File: src/rtl/sdram_client_arbiter.sv
// Shares one SDRAM controller port between a real-time display reader (D) and a
// compute engine (C). C owns the port by default; D takes it via request/yield.
module sdram_client_arbiter #(
  parameter int ADDR_W       = 22,
  parameter int DATA_W       = 32,
  parameter int STARVE_LIMIT = 1024,
  parameter int CNT_W        = 16
) (
  input  logic              i_Clk,
  input  logic              i_Reset,
  input  logic              i_Disp_Req,
  output logic              o_Disp_Grant,
  input  logic [1:0]        i_Disp_Command,
  input  logic [ADDR_W-1:0] i_Disp_Address,
  input  logic [DATA_W-1:0] i_Disp_Write,
  output logic              o_Disp_Read_Valid,
  output logic              o_Disp_Write_Done,
  output logic              o_Cmp_Requested,
  input  logic              i_Cmp_Yield,
  input  logic [1:0]        i_Cmp_Command,
  input  logic [ADDR_W-1:0] i_Cmp_Address,
  input  logic [DATA_W-1:0] i_Cmp_Write,
  output logic              o_Cmp_Read_Valid,
  output logic              o_Cmp_Write_Done,
  output logic [1:0]        o_Command,
  output logic [ADDR_W-1:0] o_Data_Address,
  output logic [DATA_W-1:0] o_Data_Write,
  input  logic              i_Data_Read_Valid,
  input  logic              i_Data_Write_Done,
  input  logic              i_Ctrl_Idle,
  output logic              o_Starve,
  output logic [CNT_W-1:0]  o_Disp_Grants,
  output logic [1:0]        o_State
);

  localparam logic [1:0] CMD_IDLE = 2'd0;

  localparam logic [1:0] S_CMP  = 2'd0;
  localparam logic [1:0] S_WAIT = 2'd1;
  localparam logic [1:0] S_DISP = 2'd2;
  localparam logic [1:0] S_GAP  = 2'd3;

  localparam int WCNT_W = $clog2(STARVE_LIMIT + 1);
  localparam logic [WCNT_W-1:0] LIMIT = WCNT_W'(STARVE_LIMIT);

  logic [1:0]        state;
  logic [WCNT_W-1:0] wait_cnt;
  logic              disp_exit;

  // D's tenure only ends once nothing of its own is left in the controller.
  assign disp_exit = !i_Disp_Req && (i_Disp_Command == CMD_IDLE) && i_Ctrl_Idle;

  always_ff @(posedge i_Clk) begin
    if (i_Reset) begin
      state         <= S_CMP;
      wait_cnt      <= '0;
      o_Starve      <= 1'b0;
      o_Disp_Grants <= '0;
    end else begin
      case (state)
        S_CMP: begin
          wait_cnt <= '0;
          if (i_Disp_Req) state <= S_WAIT;
        end
        S_WAIT: begin
          if (!i_Disp_Req) begin
            state    <= S_CMP;
            wait_cnt <= '0;
          end else if (i_Cmp_Yield && i_Ctrl_Idle) begin
            state         <= S_DISP;
            wait_cnt      <= '0;
            o_Disp_Grants <= o_Disp_Grants + 1'b1;
          end else begin
            if (wait_cnt != LIMIT) wait_cnt <= wait_cnt + 1'b1;
            // Latches in the same cycle the counter arrives at the limit.
            if (wait_cnt >= LIMIT - 1'b1) o_Starve <= 1'b1;
          end
        end
        S_DISP: begin
          if (disp_exit) state <= S_GAP;
        end
        default: state <= S_CMP;
      endcase
    end
  end

  assign o_State         = state;
  assign o_Disp_Grant    = (state == S_DISP);
  assign o_Cmp_Requested = (state == S_WAIT) || (state == S_DISP);

  always_comb begin
    o_Command         = i_Cmp_Command;
    o_Data_Address    = i_Cmp_Address;
    o_Data_Write      = i_Cmp_Write;
    o_Cmp_Read_Valid  = 1'b0;
    o_Cmp_Write_Done  = 1'b0;
    o_Disp_Read_Valid = 1'b0;
    o_Disp_Write_Done = 1'b0;
    case (state)
      S_CMP, S_WAIT: begin
        o_Cmp_Read_Valid = i_Data_Read_Valid;
        o_Cmp_Write_Done = i_Data_Write_Done;
      end
      S_DISP: begin
        o_Command         = i_Disp_Command;
        o_Data_Address    = i_Disp_Address;
        o_Data_Write      = i_Disp_Write;
        o_Disp_Read_Valid = i_Data_Read_Valid;
        o_Disp_Write_Done = i_Data_Write_Done;
      end
      default: o_Command = CMD_IDLE;
    endcase
  end

endmodule

File: config.mk
export PLATFORM = sky130hd
export DESIGN_NAME = sdram_client_arbiter
export DESIGN_NICKNAME = d
export VERILOG_FILES = /design/src/rtl/sdram_client_arbiter.sv
export SDC_FILE = /design/constraint.sdc
export NUM_CORES = 1
export LEC_CHECK = 0
export ABC_AREA = 1
export CAP_MARGIN = 5
export CORE_ASPECT_RATIO = 1.4
export CORE_MARGIN = 10
export CORE_UTILIZATION = 36
export DETAILED_ROUTE_END_ITERATION = 16
export PLACE_DENSITY = 0.85
export SLEW_MARGIN = 20
export SYNTH_ARGS = -nofsm -noshare
export SYNTH_HDL_FRONTEND = slang
export SYNTH_SLANG_ARGS = --single-unit
File: constraint.sdc
create_clock -name i_Clk -period 5.4 [get_ports i_Clk]
set_input_delay 1.35 -clock i_Clk [delete_from_list [all_inputs] [get_ports i_Clk]]
set_output_delay 1.35 -clock i_Clk [all_outputs]
set_load 0.1 [all_outputs]
# After elaboration in Yosys (flattened, before gate mapping)
# Cells that the tools add are included.
dict set report op_classes {
  shift 0
  div 0
  multipliers 0
  mux 16
  magnitude_cmp 1
  n_eq_ne 7
  bitwise 1
  n_addsub 2
  n_reduce_logical 13
}
# op n
set ops {}
lappend ops {{11-bit two-way mux} 3}
lappend ops {{32-bit two-way mux} 1}
lappend ops {{22-bit two-way mux} 1}
lappend ops {{11-bit case mux with 2 select lines} 1}
lappend ops {{16-bit by 1-bit adder with 16-bit output, second input constant} 1}
lappend ops {{11-bit by 1-bit adder with 11-bit output, second input constant} 1}
lappend ops {{11-bit by 10-bit greater-or-equal comparator with 1-bit output, second input constant} 1}
lappend ops {{11-bit inequality test, second input constant} 1}
lappend ops {{2-bit two-way mux} 4}
lappend ops {{2-bit case mux with 3 select lines} 1}
lappend ops {{3-bit AND reduction} 2}
lappend ops {{2-bit zero test} 2}
lappend ops {{1-bit two-way mux} 4}
lappend ops {{4-bit inequality test, second input constant} 1}
lappend ops {{2-bit case mux with 2 select lines} 1}
lappend ops {{4-bit AND reduction} 1}
lappend ops {{1-bit logical AND} 3}
lappend ops {{3-bit inequality test, second input constant} 1}
lappend ops {{2-bit by 1-bit == test with 1-bit output, second input constant} 1}
lappend ops {{2-bit == test, second input constant} 1}
lappend ops {{2-bit by 1-bit inequality test with 1-bit output, second input constant} 1}
lappend ops {{2-bit inequality test, second input constant} 1}
lappend ops {{2-bit AND reduction} 1}
lappend ops {{2-bit nonzero test} 1}
lappend ops {{other kinds (4)} 4}
dict set report word_totals {
  reg_bits 30
  input_bits 119
  ramBits 0
  mem_count 0
  romBits 0
  latchBits 0
  elab_cells 44
}

# Logic depth before layout (Yosys ltp)
# Gate-level depths: netlist of the first run.
dict set report logic_depth {
  ltp_word 5
  depth_mapped 12
}

# Worst setup path after synthesis of the first run
# No wires, ideal clock.
dict set report synth_path {
  kind {flip-flop to output port}
  startpoint {reg state[1] (netlist: o_State[1])}
  endpoint {out o_Command[1]}
  t_arrival_ns 4.069
  required_time_ns 4.050
  path_buffers 2
  path_slack_ns -0.019
  stages_incl_launch_ff 6
  cell_sequence {dfxtp_1 > ha_1 > clkbuf_1 > clkbuf_1 > nand2_1 > a21oi_1}
}
# item line
set synth_lines {}
lappend synth_lines {{start, declared} 46} ;# logic [1:0] state;
lappend synth_lines {{start signal, assigned} 55} ;# state <= S_CMP;
lappend synth_lines {{start signal, assigned} 63} ;# if (i_Disp_Req) state <= S_WAIT;
lappend synth_lines {{start signal, assigned} 67} ;# state <= S_CMP;
lappend synth_lines {{2-bit == test} n/a}
lappend synth_lines {{net o_Disp_Grant} 12} ;# output logic o_Disp_Grant,
lappend synth_lines {{2-bit case mux with 2 select lines} 99} ;# case (state)
lappend synth_lines {{end, declared} 25} ;# output logic [1:0] o_Command,
# The timed path passes the listed nets, and every way through them passes these cells.

# Final worst setup path of the first run
dict set report layout_path {
  startpoint {in i_Disp_Command[0]}
  endpoint {out o_Command[0]}
}
dict set report layout_between {
  elab_chain_len 1
}
# item line
set layout_rtl {}
lappend layout_rtl {{start, declared} 13} ;# input logic [1:0] i_Disp_Command,
lappend layout_rtl {{2-bit case mux with 2 select lines} 99}
# No other way between the ends.

==> flow_summary.toml, run 1 <==
[final_layout]
fin_cells = 737
area_delta_synth_final_pct = 79.7
drive_gt1_share_pct = 15.3
diodes = 0
nFillCells = 637
nets = 769

[global_routing]
overflow = 0
track_usage_pct = 19.4
grt_max_degree = 60
grt_pass1_wl_mm = 17.1
grt_pass1_vias = 3447
antenna_found_initial = 0

[routing]
post_drt_via_cell_ratio = 4.64
drt_iter0_drc = 127
routedWlPerCell_um = 15.1
dr.pass1.iters = 4
vias = 3416
postRouteAntennaNets = 0
route.detailed.drc = 0
drt-total-wl_mm = 11.1

[worst_setup_path]
end_kind = "output pin"
critPathKind = "in2out"
critPathLaunchType = "input port"
max_stage_delay_ns = 0.46
slowest_stage = "clkdlybuf4s50_1"
crit_arrival_ns = 2.38
worst-path-max-fanout = 2
worstPathCellList = "clkdlybuf4s50_1 > nand2_1 > a21oi_1 > buf_4"
worstPathRequired_ns = 4.05

[cts]
post_cts_resized = 0
path_clk_slew_ns = 0.06
clk_path_buf_depth = 2
root_buffer = "clkbuf_8"
cts_tree = "built"
ctsHoldBuffers = 0
htreeDepth = 2
clock-sinks = 30
clkLatencyLatePin_ns = 0.28
cts_buffers = 5
post_cts_buffers = 0

[synthesis]
async_reset_ff_share_pct = 0
yosysWarnings = 0
synthAdderAreaFrac_pct = 3.96
yosys.area_share.simple_pct = 54.0
synth_top_family_by_area = "simple AND/OR/NAND/NOR gates"
yosysMostFrequentCell = "nand2_1"
synth_fp_nets = 577
synth.area.mux_share_pct = 0
ys_top_cells_by_area = "nand2_1 (33%), dfxtp_1 (24%), nor2_1 (7.1%), inv_1 (5.2%), ha_1 (4.0%)"
synth-compound-area-share_pct = 8.16
synth_seq_area_share_pct = 23.8
netlist_area_um2 = 2530
yosysTopAreaCellShare_pct = 33.0
synth_top_cell_by_area = "nand2_1"
ys_ff_latch = 30
synth_common_cells = "nand2_1 (222), nor2_1 (48), inv_1 (35)"
synth_cell_types = 31
synth_xor_area_share_pct = 1.39
synth_cells = 450
ys.flop_type = "dfxtp_1"
synth_edf_count = 0
postSynthAreaPerCell_um2 = 5.62

[run]
drv_cap = 0

[timing]
finalSetupTns_ns = 0
setup_violations = 0
clock_skew_ns = 0.00849
drv_slew = 0
timing.hold.ws_ns = 0.489
worstMarginPinSlew_ns = 1.06
hold_viol_final = 0
slew_headroom_pct = 29.1
rsz0062_at_grt = "no"
fin_crit_ns = 3.73
fin_crit_sh_pct = 69.1
fmax_mhz = 268
setup_slack_ns = 1.67

[worst_hold_path]
hold_class = "reg2reg"

[floorplanning]
die_area_um2 = 10800
fp.dieH_um = 119
initial_core_util_pct = 36.7
chipWidth_um = 90.8
ioPinCount = 200
core_um2 = 6890
rows = 36

[power]
switching_share_pct = 60.0
internal_power_w = 0.000621
seq_power_share_pct = 15.4
pwr-share-clk_pct = 14.9
p_sw_w = 0.000931
power_frac_comb_pct = 69.6
cellPowerDensity_nw_per_um2 = 342
p_leak_nw = 2.15
ir_drop_mv = 0.237

[place]
gp_congestion = 0.915
dp_cells = 730
dp.final_hpwl_mm = 9.56
place_ws_ns = 1.68
port_buffers = 199

[outcome]
status = "completed"
## logic make-up after synthesis
family                   after synthesis
AO/OA/AOI/OAI                         36
XOR/XNOR                               4
adder cells (fa/ha/maj)                8
buffers and inverters                 54
flip-flops                            30
AND/OR/NAND/NOR                      318
## path summary, 6_finish.rpt
check / cells past startpoint / end / startpoint / slack [ns]
max: 4 / o_Command[0] / i_Disp_Command[0] / 1.67
min: 2 / o_Starve$_SDFFE_PP0P_ / o_Starve$_SDFFE_PP0P_ / 0.49
max reg2reg: 9 / o_State[1]$_SDFFE_PP0P_ / o_State[0]$_SDFFE_PP0P_ / 3.40
min reg2reg: 2 / o_Starve$_SDFFE_PP0P_ / o_Starve$_SDFFE_PP0P_ / 0.49
## flip-flops by register name (all words and copies together), names as in the netlist
register and count:
o_Disp_Grants 16, o_Starve 1, o_State 2, wait_cnt 11
## through the flow
| stage | power, W | util (%) | area, µm² |
|---|---|---|---|
| 5_1_grt | 0.00161 | 65.9 | 4540 |
| 2_1_floorplan | 0.00106 | - | 2530 |
| 6_report | 0.00155 | 65.9 | 4540 |
| 3_5_place_dp | 0.00133 | 64.3 | 4430 |
| 4_1_cts | 0.00156 | 65.9 | 4540 |
| 3_3_place_gp | 0.00132 | 64.3 | 4430 |
## layout by cell type, fill, tap and decap left out, types with 3 or more instances in the layout
master	count
nand2_4	4
nor3_1	9
a21oi_1	15
nor2_1	48
clkbuf_8	6
inv_1	35
nand4_1	4
ha_1	7
nand2_2	6
inv_2	3
dfxtp_1	30
nand2_1	222
o21ai_0	11
clkdlybuf4s50_1	139
buf_4	61
a21oi_2	6
nand3_1	15
## critical path: cells and delay by family
family	cells	cell delay (ns)
buf+inv	2	0.77
compound gates	1	0.19
simple gates	1	0.06
## final cells by class
type,instances,area (µm²),area share [%]
repair buffers,200,1850,40.7
multi-input cells,366,1710,37.7
flip-flops and latches,30,601,13.2
inverters,39,149,3.28
well taps,95,119,2.62
clock buffers,6,82.6,1.82
clock inverters,1,30.0,0.661
## power by group through the flow
| stage | combinational [W] | sequential, W | clock [W] |
|---|---|---|---|
| final | 0.00108 | 0.000240 | 0.000232 |
| after CTS | 0.00109 | 0.000239 | 0.000234 |
| after floorplan | 0.000783 | 0.000279 | 0 |
| after global routing | 0.00112 | 0.000240 | 0.000244 |
| after detailed placement | 0.00108 | 0.000244 | 0 |
| after global placement | 0.00108 | 0.000244 | 0 |
## routing by layer
layer	wire length, µm	track usage (%)	share of wire, %
met1	3900	18.3	35
met2	5730	37.7	52
met3	1330	8.36	12
met4	157	4.32	1.4
met5	0	0	0
Power figures use the tool's default switching activity.
==> run 2, diff against run 1 <==
--- a/config.mk
+++ b/config.mk
@@ -9,9 +9,9 @@
 export CAP_MARGIN = 5
 export CORE_ASPECT_RATIO = 1.4
 export CORE_MARGIN = 10
-export CORE_UTILIZATION = 36
+export CORE_UTILIZATION = 34
 export DETAILED_ROUTE_END_ITERATION = 16
-export PLACE_DENSITY = 0.85
+export PLACE_DENSITY = 0.8
 export SLEW_MARGIN = 20
 export SYNTH_ARGS = -nofsm -noshare
 export SYNTH_HDL_FRONTEND = slang
==> constraint.sdc (replaced) <==
create_clock -name i_Clk -period 3.8 [get_ports i_Clk]
set_input_delay 0.95 -clock i_Clk [delete_from_list [all_inputs] [get_ports i_Clk]]
set_output_delay 0.95 -clock i_Clk [all_outputs]
set_load 0.1 [all_outputs]
==> run 2 against run 1 <==
Net effect:
- clock power grew 20%
- flip-flop and latch count is the same
- worst hold slack improved by 0.0079 ns
- highest routed layer unchanged
- die area up 4.7%
- final cell count grew 0.41%
- register-to-register slack got worse by 1.6 ns
- clock-buffer cell count did not move
- largest cell class unchanged
==> flow_summary.toml, run 2 (synthesis results as in run 1) <==
[cts]
path_clk_slew_ns = 0.06
htreeDepth = 2
clock-sinks = 30
cts_buffers = 5
clk_path_buf_depth = 2
post_cts_resized = 0
root_buffer = "clkbuf_8"
cts_tree = "built"
ctsHoldBuffers = 0
post_cts_buffers = 0
clkLatencyLatePin_ns = 0.29

[final_layout]
multi_input_area_um2 = 1720
layout_commonest_cell = "nand2_1"
regArea_um2 = 603
drive_gt1_share_pct = 17.1
fin_cells = 740
nets = 769
nFillCells = 601
largest_reg_flops = 16
diodes = 0
area_delta_synth_final_pct = 107
mostFrequentLayoutCells = "nand2_1 (222), clkdlybuf4s50_1 (131), buf_12 (56), nor2_1 (48), inv_1 (35)"
top_register = "o_Disp_Grants"
design_area_um2 = 5220

[place]
place_ws_ns = 0.926
gp_congestion = 0.909
dp.final_hpwl_mm = 10.5
dp_cells = 732
place_area_um2 = 5130
port_buffers = 199

[routing]
drt_iter0_drc = 190
postRouteAntennaNets = 0
vias = 3478
post_drt_via_cell_ratio = 4.70
drt-total-wl_mm = 12.2
dr.pass1.iters = 4
route.detailed.drc = 0
routedWlPerCell_um = 16.5

[floorplanning]
initial_core_util_pct = 34.6
die_area_um2 = 11300
rows = 37
core_um2 = 7310
chipWidth_um = 92.9
fp.dieH_um = 122
ioPinCount = 200

[timing]
fin_crit_sh_pct = 82.9
finalSetupTns_ns = 0
drv_slew = 0
rsz0062_at_grt = "no"
clock_skew_ns = 0.00692
setup_violations = 0
slew_headroom_pct = 31.2
hold_viol_final = 0
setup_slack_ns = 0.650
fmax_mhz = 317
fin_crit_ns = 3.15
worstMarginPinSlew_ns = 1.03

[worst_hold_path]
hold_class = "reg2reg"
hold_start = "o_Starve$_SDFFE_PP0P_"

[outcome]
status = "completed"

[power]
ir_drop_mv = 0.271
p_sw_w = 0.00139
p_leak_nw = 2.41
pwr-share-clk_pct = 11.3
seq_power_share_pct = 13.9
cellPowerDensity_nw_per_um2 = 469
switching_share_pct = 56.9
power_frac_comb_pct = 74.7
internal_power_w = 0.00106

[worst_setup_path]
worstPathRequired_ns = 2.85
worst-path-max-fanout = 55
worstReg2RegStart = "o_State[0]$_SDFFE_PP0P_"
end_kind = "output pin"
critPathLaunchType = "flip-flop"
setup.worst_path.start = "o_State[0]$_SDFFE_PP0P_"
crit_arrival_ns = 2.20
critPathKind = "reg2out"

[global_routing]
track_usage_pct = 20.9
grt_pass1_wl_mm = 18.7
antenna_found_initial = 0
grt_max_degree = 61
overflow = 0
grt_pass1_vias = 3499

[run]
drv_cap = 0
-- run 2: path summary, 6_finish.rpt --
kind         slack [ns]                      end  cells after the start
min reg2reg        0.50    o_Starve$_SDFFE_PP0P_                      2
min                0.50    o_Starve$_SDFFE_PP0P_                      2
max reg2reg        1.78  o_State[1]$_SDFFE_PP0P_                      9
max                0.65          o_Data_Write[2]                      6
-- run 2: worst max-delay path, stage by stage, from the launching register on --
cell     delay (ns)
dfxtp_2        0.37
inv_1          0.09
ha_2           0.20
inv_2          0.61
nand2_1        0.24
nand2_1        0.19
buf_12         0.19
-- run 2: layer usage --
metal | vias up | wire, µm | track usage, %
li1 | 1767 | - | -
met3 | 9 | 1440 | 9.78
met5 | - | 0 | 0
met4 | 0 | 179 | 5.90
met2 | 167 | 6260 | 38.6
met1 | 1535 | 4310 | 20.3
-- run 2: layout make-up --
cell class | count | share of cell area (%)
Inverter | 39 | 2.85
Clock inverter | 2 | 0.240
Timing Repair Buffer | 200 | 48.4
Multi-Input combinational cell | 366 | 33.0
Tap cell | 97 | 2.32
Clock buffer | 6 | 1.58
Sequential cell | 30 | 11.5
-- run 2: stage by stage --
step                      util [%]  hold WS (ns)  power [W]
after floorplan                  -         0.477    0.00152
after global placement        70.1         0.469    0.00217
after detailed placement      70.1         0.475    0.00219
after CTS                     71.4         0.496    0.00247
after global routing          71.4         0.532    0.00254
final                         71.4         0.497    0.00245
-- run 2: power groups by stage --
stage | Combinational, W | Clock, W | Sequential (W)
after detailed placement | 0.00184 | 0 | 0.000348
after floorplan | 0.00112 | 0 | 0.000399
after global placement | 0.00183 | 0 | 0.000345
final | 0.00183 | 0.000278 | 0.000342
after global routing | 0.00190 | 0.000298 | 0.000342
after CTS | 0.00184 | 0.000282 | 0.000341
==> run 3, diff against run 2 <==
--- a/config.mk
+++ b/config.mk
@@ -9,9 +9,9 @@
 export CAP_MARGIN = 5
 export CORE_ASPECT_RATIO = 1.4
 export CORE_MARGIN = 10
-export CORE_UTILIZATION = 34
+export CORE_UTILIZATION = 31
 export DETAILED_ROUTE_END_ITERATION = 16
-export PLACE_DENSITY = 0.8
+export PLACE_DENSITY = 0.77
 export SLEW_MARGIN = 20
 export SYNTH_ARGS = -nofsm -noshare
 export SYNTH_HDL_FRONTEND = slang
==> constraint.sdc (replaced) <==
create_clock -name i_Clk -period 2.6 [get_ports i_Clk]
set_input_delay 0.65 -clock i_Clk [delete_from_list [all_inputs] [get_ports i_Clk]]
set_output_delay 0.65 -clock i_Clk [all_outputs]
set_load 0.1 [all_outputs]
==> run 3 against run 2 <==
Net effect:
- sequential share of layout area down 1.4 points
- highest routed layer unchanged
- sequential power is 46% higher
- utilization grew 4.9 points
- clock-buffer cell count rose by 2
- critical path depth did not move
- combinational power up 65%
- global-route usage up 2.0 points
- via count rose by 5.3%
- final area is 15% higher
- critical path type unchanged
- die area grew 7.8%
- flip-flop and latch count stayed put
- critical endpoint is now o_Command[0]
- total power is 62% higher
==> flow_summary.toml, run 3 (synthesis results as in run 1) <==
[outcome]
status = "completed"

[routing]
dr.pass1.iters = 4
route.detailed.drc = 0
vias = 3662
post_drt_via_cell_ratio = 4.88
drt_iter0_drc = 118
postRouteAntennaNets = 0
routedWlPerCell_um = 19.5
drt-total-wl_mm = 14.6

[cts]
ctsHoldBuffers = 0
cts_buffers = 5
root_buffer = "clkbuf_8"
clkLatencyLatePin_ns = 0.28
cts_tree = "built"
clock-sinks = 30
clk_path_buf_depth = 2
htreeDepth = 2
path_clk_slew_ns = 0.07

[global_routing]
grt_max_degree = 33
gr-usage-met1_pct = 22.6
grt_pass1_wl_mm = 21.4
antenna_found_initial = 0
grt_most_used_layer = "met2"
met3_usage_pct = 11.8
overflow = 0
use_met2_pct = 40.8
grt_pass1_vias = 3710
track_usage_pct = 22.9

[final_layout]
top_register = "o_Disp_Grants"
fin_cells = 750
area_delta_synth_final_pct = 137
post-route-util_pct = 76.3
drive_gt1_share_pct = 28.5
nets = 775
nFillCells = 572
layout_commonest_cell = "nand2_1"
largest_reg_flops = 16
mostFrequentLayoutCells = "nand2_1 (168), clkdlybuf4s50_1 (118), buf_12 (62), nor2_1 (48), inv_1 (33)"

[run]
drv_cap = 0

[place]
dp.final_hpwl_mm = 12.5
gp_congestion = 0.890
dp_cells = 741
port_buffers = 199

[floorplanning]
core_um2 = 7850
die_area_um2 = 12200
initial_core_util_pct = 32.2
ioPinCount = 200
chipWidth_um = 96.3
rows = 38
fp.dieH_um = 127

[worst_setup_path]
end_kind = "output pin"
worst-path-buf-inv = 3
crit_arrival_ns = 1.84
worst-path-max-fanout = 27
slowest_stage = "dfxtp_4"
critPathKind = "reg2out"
worstPathRequired_ns = 1.95
worstPathCellList = "inv_1 > ha_4 > buf_12 > nand2_1 > a21oi_4 > buf_12"
path_common_cell = "buf_12"
critPathTopFamily = "buffers and inverters"
critPathLaunchType = "flip-flop"
max_stage_delay_ns = 0.36

[timing]
slew_headroom_pct = 74.4
rsz0062_at_grt = "no"
fmax_mhz = 401
hold_viol_final = 0
worstMarginPinSlew_ns = 0.383
clock_skew_ns = 0.00679
fin_crit_sh_pct = 95.8
setup_violations = 0
drv_slew = 0
fin_crit_ns = 2.49

[power]
seq_power_share_pct = 12.6
internal_power_w = 0.00176
ir_drop_mv = 0.460
cellPowerDensity_nw_per_um2 = 663
power_frac_comb_pct = 76.1
pwr-share-clk_pct = 11.3
p_leak_nw = 2.59
switching_share_pct = 55.7
p_sw_w = 0.00221

[worst_hold_path]
hold_class = "reg2reg"
run 3: changes by cell type in the layout (fill, tap and decap cells not counted), moves of 2 or more:
cell,before,now
buf_12,56,62
dfxtp_4,0,2
buf_4,13,25
inv_1,35,33
nand2_2,6,12
nand2_8,0,28
nand2_4,4,24
nand2_1,222,168
dfxtp_2,2,0
clkbuf_8,6,8
clkdlybuf4s50_1,131,118
run 3: layout make-up:
type	count	area, µm²	share of cell area [%]
repair buffers	206	2620	43.8
diodes	1	2.50	0.0418
clock buffers	8	110	1.84
flip-flops and latches	30	608	10.2
inverters	39	156	2.61
well taps	100	125	2.09
multi-input cells	366	2360	39.5
run 3: through the flow:
| step | cell area (µm²) | setup TNS (ns) | setup slack [ns] | hold slack [ns] | power, W |
|---|---|---|---|---|---|
| 5_1_grt | 5980 | 0 | 0.00224 | 0.539 | 0.00410 |
| 4_1_cts | 5980 | 0 | 0.0549 | 0.494 | 0.00399 |
| 3_3_place_gp | 5870 | 0 | 0.372 | 0.466 | 0.00350 |
| 3_5_place_dp | 5870 | 0 | 0.339 | 0.476 | 0.00353 |
| 2_1_floorplan | 3210 | -0.786 | -0.273 | 0.477 | 0.00248 |
| 6_report | 5990 | 0 | 0.108 | 0.488 | 0.00397 |
run 3: power groups by stage:
stage	sequential (W)	clock, W	combinational, W
2_1_floorplan	0.000586	0	0.00189
3_3_place_gp	0.000508	0	0.00299
3_5_place_dp	0.000511	0	0.00302
4_1_cts	0.000501	0.000459	0.00303
5_1_grt	0.000502	0.000479	0.00312
6_report	0.000501	0.000449	0.00302
run 3: tightest hold or removal path: stages (launching register included):
cell and delay [ns]:
dfxtp_1 0.34, a21oi_1 0.04, nor2_1 0.07
run 3: repair_timing:
| item | 4_1_cts | 5_1_grt |
|---|---|---|
| buffers inserted | 0 | 0 |
| endpoints found under the setup margin | 0 | 12 |
| gates resized for setup | 0 | 1 |
run 3: worst paths after layout:
check / start / to / slack (ns) / cells after the start
max: o_State[0]$_SDFFE_PP0P_ / o_Command[0] / 0.11 / 6
min: o_Starve$_SDFFE_PP0P_ / o_Starve$_SDFFE_PP0P_ / 0.49 / 2
max reg2reg: o_State[1]$_SDFFE_PP0P_ / wait_cnt[0]$_SDFFE_PP0P_ / 0.75 / 12
min reg2reg: o_Starve$_SDFFE_PP0P_ / o_Starve$_SDFFE_PP0P_ / 0.49 / 2
run 3: metal layers:
layer,vias up,share of wire [%]
li1,1783,-
met1,1684,34
met2,179,50
met3,16,14
met4,0,1.8
met5,-,0
